<file path="config.mk">
export PLATFORM = sky130hd
export DESIGN_NAME = vga_sync_flat
export DESIGN_NICKNAME = d
export VERILOG_FILES = /design/src/rtl/vga_sync_if.sv /design/src/rtl/vga_sync.sv /design/src/flat_wrapper.sv
export SDC_FILE = /design/constraint.sdc
export NUM_CORES = 1
export LEC_CHECK = 0
export CAP_MARGIN = 20
export CELL_PAD_IN_SITES_DETAIL_PLACEMENT = 0
export CELL_PAD_IN_SITES_GLOBAL_PLACEMENT = 2
export CORE_MARGIN = 3
export CORE_UTILIZATION = 27
export DETAILED_ROUTE_END_ITERATION = 7
export PLACE_DENSITY = 0.81
export SETUP_SLACK_MARGIN = 0.1
export SLEW_MARGIN = 20
export SYNTH_ARGS = -nofsm -noshare
export SYNTH_HDL_FRONTEND = slang
export SYNTH_SLANG_ARGS = --single-unit
</file>
<file path="constraint.sdc">
create_clock -name clk -period 1.8 [get_ports clk]
set_input_delay 0.54 -clock clk [delete_from_list [all_inputs] [get_ports clk]]
set_output_delay 0.54 -clock clk [all_outputs]
set_load 0.02 [all_outputs]
</file>
<file path="src/rtl/vga_sync_if.sv">
// Timing bundle produced by vga_sync: pixel/line counters, syncs and strobes.
// The master drives everything; slaves (pixel generators) only observe.
interface vga_sync_if;
    logic [9:0] x;
    logic [9:0] y;
    logic       hsync;
    logic       vsync;
    logic       video_on;
    logic       p_tick;
    logic       frame_start;

    modport master (output x, y, hsync, vsync, video_on, p_tick, frame_start);
    modport slave  (input  x, y, hsync, vsync, video_on, p_tick, frame_start);
endinterface

</file>
<file path="src/rtl/vga_sync.sv">
// VGA timing generator: clock divider, free-running pixel/line counters and
// registered active-low syncs, visible-area flag and frame-start pulse.
module vga_sync #(
    parameter int unsigned H_DISPLAY = 640,
    parameter int unsigned H_FRONT   = 16,
    parameter int unsigned H_SYNC    = 96,
    parameter int unsigned H_BACK    = 48,
    parameter int unsigned V_DISPLAY = 480,
    parameter int unsigned V_FRONT   = 10,
    parameter int unsigned V_SYNC    = 2,
    parameter int unsigned V_BACK    = 33,
    parameter int unsigned CLK_DIV   = 4
) (
    input  logic       clk,
    input  logic       rst_n,
    vga_sync_if.master vga
);
    localparam int unsigned H_TOTAL = H_DISPLAY + H_FRONT + H_SYNC + H_BACK;
    localparam int unsigned V_TOTAL = V_DISPLAY + V_FRONT + V_SYNC + V_BACK;
    localparam int unsigned DIV_W   = (CLK_DIV > 1) ? $clog2(CLK_DIV) : 1;

    localparam logic [DIV_W-1:0] DIV_LAST = DIV_W'(CLK_DIV - 1);
    localparam logic [9:0] X_LAST   = 10'(H_TOTAL - 1);
    localparam logic [9:0] Y_LAST   = 10'(V_TOTAL - 1);
    localparam logic [9:0] H_VIS    = 10'(H_DISPLAY);
    localparam logic [9:0] V_VIS    = 10'(V_DISPLAY);
    localparam logic [9:0] HS_START = 10'(H_DISPLAY + H_FRONT);
    localparam logic [9:0] HS_END   = 10'(H_DISPLAY + H_FRONT + H_SYNC);
    localparam logic [9:0] VS_START = 10'(V_DISPLAY + V_FRONT);
    localparam logic [9:0] VS_END   = 10'(V_DISPLAY + V_FRONT + V_SYNC);

    logic [DIV_W-1:0] div_q, div_d;
    logic [9:0]       x_q, x_d;
    logic [9:0]       y_q, y_d;
    logic             tick;
    logic             frame_wrap;
    logic             hsync_q, vsync_q, video_on_q, frame_start_q;

    always_comb begin
        tick       = (div_q == DIV_LAST);
        frame_wrap = tick && (x_q == X_LAST) && (y_q == Y_LAST);
        div_d      = tick ? '0 : div_q + 1'b1;
        x_d        = x_q;
        y_d        = y_q;
        if (tick) begin
            if (x_q == X_LAST) begin
                x_d = '0;
                y_d = (y_q == Y_LAST) ? '0 : y_q + 1'b1;
            end else begin
                x_d = x_q + 1'b1;
            end
        end
    end

    // Syncs and video_on are decoded from next-state counters so they
    // switch on the same edge as x/y.
    always_ff @(posedge clk) begin
        if (!rst_n) begin
            div_q         <= '0;
            x_q           <= '0;
            y_q           <= '0;
            hsync_q       <= 1'b1;
            vsync_q       <= 1'b1;
            video_on_q    <= 1'b0;
            frame_start_q <= 1'b0;
        end else begin
            div_q         <= div_d;
            x_q           <= x_d;
            y_q           <= y_d;
            hsync_q       <= !((x_d >= HS_START) && (x_d < HS_END));
            vsync_q       <= !((y_d >= VS_START) && (y_d < VS_END));
            video_on_q    <= (x_d < H_VIS) && (y_d < V_VIS);
            frame_start_q <= frame_wrap;
        end
    end

    assign vga.x           = x_q;
    assign vga.y           = y_q;
    assign vga.hsync       = hsync_q;
    assign vga.vsync       = vsync_q;
    assign vga.video_on    = video_on_q;
    assign vga.p_tick      = tick;
    assign vga.frame_start = frame_start_q;
endmodule

</file>
<file path="src/flat_wrapper.sv">
// flat-port wrapper written by rule: the top's interface ports become plain ports
module vga_sync_flat 
#(
    parameter int unsigned H_DISPLAY = 640,
    parameter int unsigned H_FRONT   = 16,
    parameter int unsigned H_SYNC    = 96,
    parameter int unsigned H_BACK    = 48,
    parameter int unsigned V_DISPLAY = 480,
    parameter int unsigned V_FRONT   = 10,
    parameter int unsigned V_SYNC    = 2,
    parameter int unsigned V_BACK    = 33,
    parameter int unsigned CLK_DIV   = 4
)
  (clk, rst_n, vga_x, vga_y, vga_hsync, vga_vsync, vga_video_on, vga_p_tick, vga_frame_start);
  vga_sync_if vga_i ();
  input  logic clk;
  input  logic rst_n;
  output wire logic [$bits(vga_i.x)-1:0] vga_x;
  output wire logic [$bits(vga_i.y)-1:0] vga_y;
  output wire logic [$bits(vga_i.hsync)-1:0] vga_hsync;
  output wire logic [$bits(vga_i.vsync)-1:0] vga_vsync;
  output wire logic [$bits(vga_i.video_on)-1:0] vga_video_on;
  output wire logic [$bits(vga_i.p_tick)-1:0] vga_p_tick;
  output wire logic [$bits(vga_i.frame_start)-1:0] vga_frame_start;
  assign vga_x = vga_i.x;
  assign vga_y = vga_i.y;
  assign vga_hsync = vga_i.hsync;
  assign vga_vsync = vga_i.vsync;
  assign vga_video_on = vga_i.video_on;
  assign vga_p_tick = vga_i.p_tick;
  assign vga_frame_start = vga_i.frame_start;
  vga_sync #(.H_DISPLAY(H_DISPLAY), .H_FRONT(H_FRONT), .H_SYNC(H_SYNC), .H_BACK(H_BACK), .V_DISPLAY(V_DISPLAY), .V_FRONT(V_FRONT), .V_SYNC(V_SYNC), .V_BACK(V_BACK), .CLK_DIV(CLK_DIV)) u_core (.clk(clk), .rst_n(rst_n), .vga(vga_i));
endmodule
</file>
Yosys cells after proc, flatten, opt, wreduce, memory -nomap -nowiden
Cells that the tools add are included.

Logic and storage cells: 33. Output and inout bits: 25. Bits in registers: 26. Bits of input ports: 2.

$lt $le $gt $ge: 6. Reduce and logical (&&, ||, !) cells: 8. Muxes and demuxes: 5. Equality and inequality tests: 3. Add/sub/neg operators: 3. Bitwise logic cells: 1.

Operators with widths (number): $mux W10 (5); $add A10 B1 Y10 const B (2); $eq A10 B10 Y1 const B (2); $lt A10 B10 Y1 const B (2); $lt A10 B9 Y1 const B (2); $ge A10 B10 Y1 const B (1); $ge A10 B9 Y1 const B (1); $logic_and A1 B1 Y1 (5); $add A2 B1 Y2 const B (1); $eq A2 B2 Y1 const B (1); $logic_not A1 Y1 (2); $reduce_or A2 Y1 (1); $not A1 Y1 (1).

Depth between registers and ports, before layout
Gate-level depths: netlist of run 1.

Word-level depth: 7. Mapped depth: 8. Gate-level depth less buffers: 7.

Worst setup path before layout of run 1
No wires, ideal clock.

Kind: reg2reg. Start point: register u_core.x_q[0], in the netlist u_core.vga.x[0]. End point: register u_core.vsync_q, in the netlist u_core.vga.vsync. Path buffers: 1. Stages on the path, launching flop included: 8. Data required time: 1666 ps. Path slack: -277 ps. Library setup time: 134 ps. Arrival: 1943 ps. Period minus slack after synthesis: 2077 ps. Cells stage by stage: dfxtp_1 > ha_1 > and2_0 > buf_2 > nand2_1 > or4_1 > a221oi_2 > nand4_1.

Longest elaborated chain between the ends: 6. Elaborated cells on any way between the ends: 7. Those cells by class: order compare: 2; eq/ne: 1; mux: 2; reduce/logical: 2.

RTL lines: from (decl) (line vga_sync.sv:33) `logic [9:0] x_q, x_d;`; from (signal assigned) (line vga_sync.sv:60) `x_q <= '0;`; from (signal assigned) (line vga_sync.sv:68) `x_q <= x_d;`; $eq A10 B10 Y1 * (line vga_sync.sv:46) `if (x_q == X_LAST) begin`; $mux W10 * (line vga_sync.sv:46); $mux W10 * (line vga_sync.sv:45) `if (tick) begin`; $ge A10 B9 Y1 / $lt A10 B9 Y1 (equally long branches) (line vga_sync.sv:71) `vsync_q <= !((y_d >= VS_START) && (y_d < VS_END));`; $logic_and A1 B1 Y1 * (line vga_sync.sv:71); $logic_not A1 Y1 * (line vga_sync.sv:71); to (signal assigned) (line vga_sync.sv:71); to (decl) (line vga_sync.sv:37) `logic hsync_q, vsync_q, video_on_q, frame_start_q;`.

Every way passes the cells marked *; elsewhere a longest branch is shown, timed or not. A chain may end at the register's enable or synchronous reset.

Worst setup path in the final report of run 1
Start point: register u_core.y_q[0], in the netlist u_core.vga.y[0]. End point: register u_core.vsync_q, in the netlist u_core.vga.vsync.

Longest elaborated chain between the ends: 7. Elaborated cells on any way between the ends: 9. Those cells by class: add/sub: 1; order compare: 2; eq/ne: 1; mux: 3; reduce/logical: 2.

RTL lines: from (decl) (line vga_sync.sv:34) `logic [9:0] y_q, y_d;`; from (signal assigned) (line vga_sync.sv:69) `y_q <= y_d;`; $add A10 B1 Y10 / $eq A10 B10 Y1 (equally long branches) (line vga_sync.sv:48) `y_d = (y_q == Y_LAST) ? '0 : y_q + 1'b1;`; $mux W10 (line vga_sync.sv:48); $mux W10 (line vga_sync.sv:46); $mux W10 * (line vga_sync.sv:45); $ge A10 B9 Y1 / $lt A10 B9 Y1 (equally long branches) (line vga_sync.sv:71); $logic_and A1 B1 Y1 * (line vga_sync.sv:71); $logic_not A1 Y1 * (line vga_sync.sv:71).

Marked as above.

==> flow_metrics.tcl, run 1 <==
set metrics [dict create \
    synth_xor_xnor_area_share_pct 6.59 \
    yosys.area.top_type_share_pct 35.6 \
    netlist_area_sq_mm 0.00146 \
    rsz0062_at_grt "yes" \
    n_antenna_cell 0 \
    finalHoldViolCount 0 \
    wl_per_cell_um 13.6 \
    syn_nets 180 \
    r2r-end "u_core.vga.vsync$_SDFF_PN1_" \
    stdcell_count 319 \
    postSynthCellCount 174 \
    async_flop_share_pct 0 \
    insertion_delay_ns 0.28 \
    setup.worst_path.class "reg2reg" \
    synth_compound_area_share_pct 16.9 \
    slew_headroom_pct 80.3 \
    yosysMostFrequentCell "dfxtp_1" \
    maxSlewViolCount 0 \
    antenna_found_initial 0 \
    synth_top_family_by_area "simple AND/OR/NAND/NOR gates" \
    synth_edf_count 0 \
    fin_util_pct 46.2 \
    dieArea_sq_mm 0.00634 \
    cp-end-kind "flip-flop" \
    min_path_cells 1 \
    synthFlopType "dfxtp_1" \
    pin_count 27 \
    cts_tree "built" \
    ys_top_cells_by_area "dfxtp_1, nor2_1, xnor2_1" \
    skew_ns 0.00168 \
    yosysSeqAreaShare_pct 35.6 \
    hold_end "u_core.div_q[0]$_SDFF_PP0_" \
    swShare_pct 23.5 \
    clock_power_share_pct 38.0 \
    finalCriticalPeriod_ns 1.82 \
    r2r_cells 7 \
    grt_pass1_vias 1451 \
    worstPathArrival_ns 1.98 \
    drcViolationCount 0 \
    failed_checks "setup timing" \
    p_int_mw 0.813 \
    synth_largest_area_cell "dfxtp_1" \
    cts.sinks 26 \
    synth_simple_gate_area_share_pct 31.2 \
    grt_pass1_wl_um 7100 \
    dr.first_iter.drc_count 54 \
    maxCapViolCount 0 \
    syn_to_final_growth_pct 63.2 \
    power_density_mw_per_mm2 446 \
    layout_worst_path_cycle_share_pct 101 \
    finalNetCount 256 \
    setup_ws_ns -0.0155 \
    min_from "u_core.div_q[0]$_SDFF_PP0_" \
    fillCellCount 515 \
    required_ns 1.96 \
    drive_gt1_share_pct 43.0 \
    p_sw_mw 0.251 \
    place_hpwl_um 3310 \
    pwr-share-seq_pct 55.1 \
    finalSetupViolCount 1 \
    hold_slack_ns 0.436 \
    synthTopCellsByCount "dfxtp_1, nor2_1, nand2_1, a21oi_1" \
    chipHeight_um 79.6 \
    drtPass1Iterations 4 \
    clk_path_buf_depth 2 \
    grt_overflow 0 \
    cp_max_fo 3 \
    ant_nets 0 \
    synth_fa_ha_area_share_pct 3.42 \
    ys.warnings.count 0 \
    die_w_um 79.6 \
    htreeDepth 1 \
    reg2reg_setup_slack_ns -0.02 \
    gp_congestion 0.822 \
    start_util_pct 28.3 \
    hold_buffers 0 \
    ys_types 51 \
    viasPerCell 4.81 \
    combPwrFrac_pct 6.9 \
    start_kind "flip-flop" \
    max_freq_mhz 551 \
    cts_root_buffer "clkbuf_8" \
    track_usage_pct 14.1 \
    fin_area_sq_mm 0.00239 \
    core_sq_mm 0.00517 \
    irDropWorstVdd_uv 396 \
    grt_max_degree 15 \
    status "complete, but fails checks" \
    placed_cell_area_sq_mm 0.00220 \
    placementRows 26 \
    numPlacedInstances 310 \
    avgSynthCellArea_sq_um 8.41 \
    rr_startpoint "u_core.vga.y[0]$_SDFF_PN0_" \
    dr_total_vias 1533 \
    synthMuxAreaShare_pct 1.37 \
    synth-seq-cells 26 \
    cts_buffers 3 \
    wl_um 4340 \
    hp-class "reg2reg" \
    io_buffers 26 \
    worstMarginPinSlew_ns 0.293 \
    p_leak_nw 0.996 \
    path_clk_slew_ns 0.10 \
]
## power by group through the flow
stage	registers [mW]	clock network, mW	logic [mW]
floorplan	0.604	0	0.0308
global placement	0.599	0	0.0665
detailed placement	0.600	0	0.0669
CTS	0.586	0.407	0.0699
global route	0.587	0.432	0.0827
finish	0.586	0.404	0.0739
## cell families after synthesis
logic type | count (synthesis)
DFF | 26
xor gates and xnor gates | 11
adders and majority gates | 4
buffers and inverters | 13
muxes | 2
and+or+nand+nor | 81
AOI/OAI and AO/OA | 37
## worst max path at each step
stage,start,slack (ns),end,cells after the start
4_1_cts,u_core.vga.y[0]$_SDFF_PN0_,-0.001,u_core.vga.vsync$_SDFF_PN1_,7
6_report,u_core.vga.y[0]$_SDFF_PN0_,-0.02,u_core.vga.vsync$_SDFF_PN1_,7
3_5_place_dp,u_core.div_q[1]$_SDFF_PP0_,-0.06,u_core.vga.video_on$_SDFF_PN0_,7
2_1_floorplan,u_core.vga.y[1]$_SDFF_PN0_,-0.08,u_core.vga.vsync$_SDFF_PN1_,7
5_1_grt,u_core.vga.y[0]$_SDFF_PN0_,-0.09,u_core.vga.vsync$_SDFF_PN1_,9
3_3_place_gp,u_core.div_q[1]$_SDFF_PP0_,-0.03,u_core.vga.video_on$_SDFF_PN0_,7
## critical path, cell delays in order (launching register included)
cell      delay (ns)
dfxtp_4         0.36
inv_2           0.03
ha_2            0.16
and4bb_1        0.19
and3_4          0.16
or4_4           0.47
a221oi_2        0.22
nand4_1         0.11
## state kept, by name, summed over array words and instances (netlist names)
register,count
u_core.div_q,2
u_core.vga.hsync,1
u_core.vga.y,10
u_core.vga.video_on,1
u_core.vga.frame_start,1
u_core.vga.x,10
u_core.vga.vsync,1
## through the flow
step | worst slack [ns] | power [mW] | setup TNS, ns
after global routing | -0.0921 | 1.10 | -0.148
after floorplan | -0.0785 | 0.635 | -0.0785
final | -0.0155 | 1.06 | -0.0155
after global placement | -0.0256 | 0.665 | -0.0414
after detailed placement | -0.0553 | 0.667 | -0.0976
after CTS | -0.00103 | 1.06 | -0.00103
## layout make-up
type / count / area, sq um / share of cell area, %
Inverter: 6 / 27.5 / 1.15
Timing Repair Buffer: 78 / 626 / 26.2
Sequential cell: 26 / 551 / 23.1
Tap cell: 70 / 87.6 / 3.67
Multi-Input combinational cell: 135 / 1040 / 43.6
Clock buffer: 4 / 55.1 / 2.31
## metal layers
| layer | global-route usage, % | vias to the layer above | wire length (um) |
|---|---|---|---|
| met2 | 23.0 | 23 | 2050 |
| met1 | 19.4 | 717 | 2140 |
| met3 | 2.26 | 2 | 102 |
| met5 | 0 | - | 0 |
| met4 | 3.61 | 0 | 39 |
| li1 | - | 791 | - |
## cell usage in the layout, fill, tap and decap left out, types with 2 or more instances in the layout
cell type and count:
a21oi_1 9, buf_4 50, clkbuf_8 4, clkdlybuf4s15_1 2, dfxtp_1 12, dfxtp_2 9
dfxtp_4 5, dlygate4sd2_1 21, ha_2 2, ha_4 2, inv_1 3, inv_2 2
mux2i_1 2, nand2_1 15, nand3_1 9, nand4_1 5, nor2_1 17, nor3_1 4
nor3_4 2, nor3b_1 2, nor4b_4 2, o211ai_1 2, o21ai_0 7, or3_4 2
or4_4 2, xnor2_1 7, xor2_1 3
## timing repair
action | CTS | global route
buffers inserted | 3 | 2
pin swaps | 9 | 4
endpoints found under the setup margin | 36 | 15
resized for setup | 38 | 26
(Power assumes the default switching activity.)
==> run 2: changes to the inputs <==
CORE_MARGIN = 1.5   (was 3)
==> run 2 against run 1 <==
The flow still finishes with violations (setup timing). Core utilization shrank 0.75 points. Worst hold slack improved by 0.0063 ns. Sequential power about the same. Cell area shrank 1.6%. Largest cell class unchanged.
==> flow_metrics.tcl, run 2 (synthesis results as in run 1) <==
set metrics [dict create \
    cp_max_fo 6 \
    n_antenna_cell 0 \
    worstPathArrival_ns 2.00 \
    hp-class "reg2reg" \
    drive_gt1_share_pct 39.4 \
    tns_ns -0.0497 \
    slew_headroom_pct 75.3 \
    cts_buffers 3 \
    r2r_cells 6 \
    chipHeight_um 76.6 \
    max_freq_mhz 541 \
    place_hpwl_um 3240 \
    hold_slack_ns 0.443 \
    power_density_mw_per_mm2 446 \
    placed_cell_area_sq_mm 0.00218 \
    maxCapViolCount 0 \
    placementRows 26 \
    htreeDepth 1 \
    wl_per_cell_um 13.4 \
    hold_buffers 0 \
    final_cell_mix "buf_4, dlygate4sd2_1, nor2_1" \
    layout_commonest_cell "buf_4" \
    io_buffers 26 \
    grt_max_degree 15 \
    setup.worst_path.class "reg2reg" \
    drtPass1Iterations 4 \
    failed_checks "setup timing" \
    required_ns 1.95 \
    dieArea_sq_mm 0.00587 \
    worstMarginPinSlew_ns 0.367 \
    skew_ns 0.00870 \
    core_sq_mm 0.00517 \
    dr_total_vias 1538 \
    rsz0062_at_grt "yes" \
    grt_overflow 0 \
    start_util_pct 28.3 \
    layout_worst_path_cycle_share_pct 103 \
    wl_um 4290 \
    cts_root_buffer "clkbuf_8" \
    finalCriticalPeriod_ns 1.85 \
    p_leak_nw 1.00 \
    start_kind "flip-flop" \
    path_clk_slew_ns 0.10 \
    syn_to_final_growth_pct 60.6 \
    die_w_um 76.6 \
    track_usage_pct 14.6 \
    finalSetupViolCount 1 \
    drcViolationCount 0 \
    clk_path_buf_depth 2 \
    grt_pass1_wl_um 6910 \
    cts_tree "built" \
    min_path_cells 1 \
    fin_area_sq_mm 0.00235 \
    dr.first_iter.drc_count 88 \
    viasPerCell 4.79 \
    finalHoldViolCount 0 \
    status "complete, but fails checks" \
    setup_ws_ns -0.0497 \
    gp_congestion 0.908 \
    pin_count 27 \
    antenna_found_initial 0 \
    insertion_delay_ns 0.27 \
    fin_util_pct 45.4 \
    cp-end-kind "flip-flop" \
    irDropWorstVdd_uv 282 \
    grt_pass1_vias 1451 \
    ant_nets 0 \
    cts.sinks 26 \
    finalNetCount 258 \
    maxSlewViolCount 0 \
]
run 2: cell type report:
cell class,count,area [sq um]
Tap cell,70,87.6
Multi-Input combinational cell,135,991
Clock buffer,4,55.1
Sequential cell,26,549
Inverter,6,27.5
Fill cell,525,2820
Timing Repair Buffer,80,638
run 2: critical path: stages (launching register included):
cell	delay, ns
dfxtp_2	0.33
and4bb_4	0.37
nand2_4	0.07
buf_6	0.12
or4_4	0.47
a221oi_2	0.25
nand4_1	0.12
run 2: worst paths after layout:
kind	start	end	slack, ns
max	u_core.vga.x[6]$_SDFF_PN0_	u_core.vga.vsync$_SDFF_PN1_	-0.05
min	u_core.div_q[0]$_SDFF_PP0_	u_core.div_q[0]$_SDFF_PP0_	0.44
max reg2reg	u_core.vga.x[6]$_SDFF_PN0_	u_core.vga.vsync$_SDFF_PN1_	-0.05
min reg2reg	u_core.div_q[0]$_SDFF_PP0_	u_core.div_q[0]$_SDFF_PP0_	0.44
run 2: per-stage QoR:
| stage | setup WS, ns | power [mW] | std cells |
|---|---|---|---|
| final | -0.0497 | 1.05 | 321 |
| after global routing | -0.105 | 1.08 | 321 |
| after CTS | -0.0289 | 1.05 | 317 |
| after detailed placement | -0.0684 | 0.669 | 308 |
| after global placement | -0.0227 | 0.667 | 308 |
| after floorplan | -0.0785 | 0.635 | 174 |
run 2: layer usage:
metal  routed length [um]  GRT usage [%]  vias up
met3                  121           2.16        4
met5                    0              0        -
met2                 2010           23.4       24
met1                 2120           20.2      721
met4                   45           4.44        0
li1                     -              -      789
run 2: power by group:
part	switching [mW]	internal, mW
Clock	0.194	0.196
Sequential	0.00691	0.579
Combinational	0.0354	0.0360
Total	0.236	0.810
run 2: what timing repair did:
action | CTS | global route
cloned | 0 | 0
buffers inserted | 5 | 4
pin swaps | 7 | 12
resized for setup | 33 | 13
endpoints found under the setup margin | 29 | 12
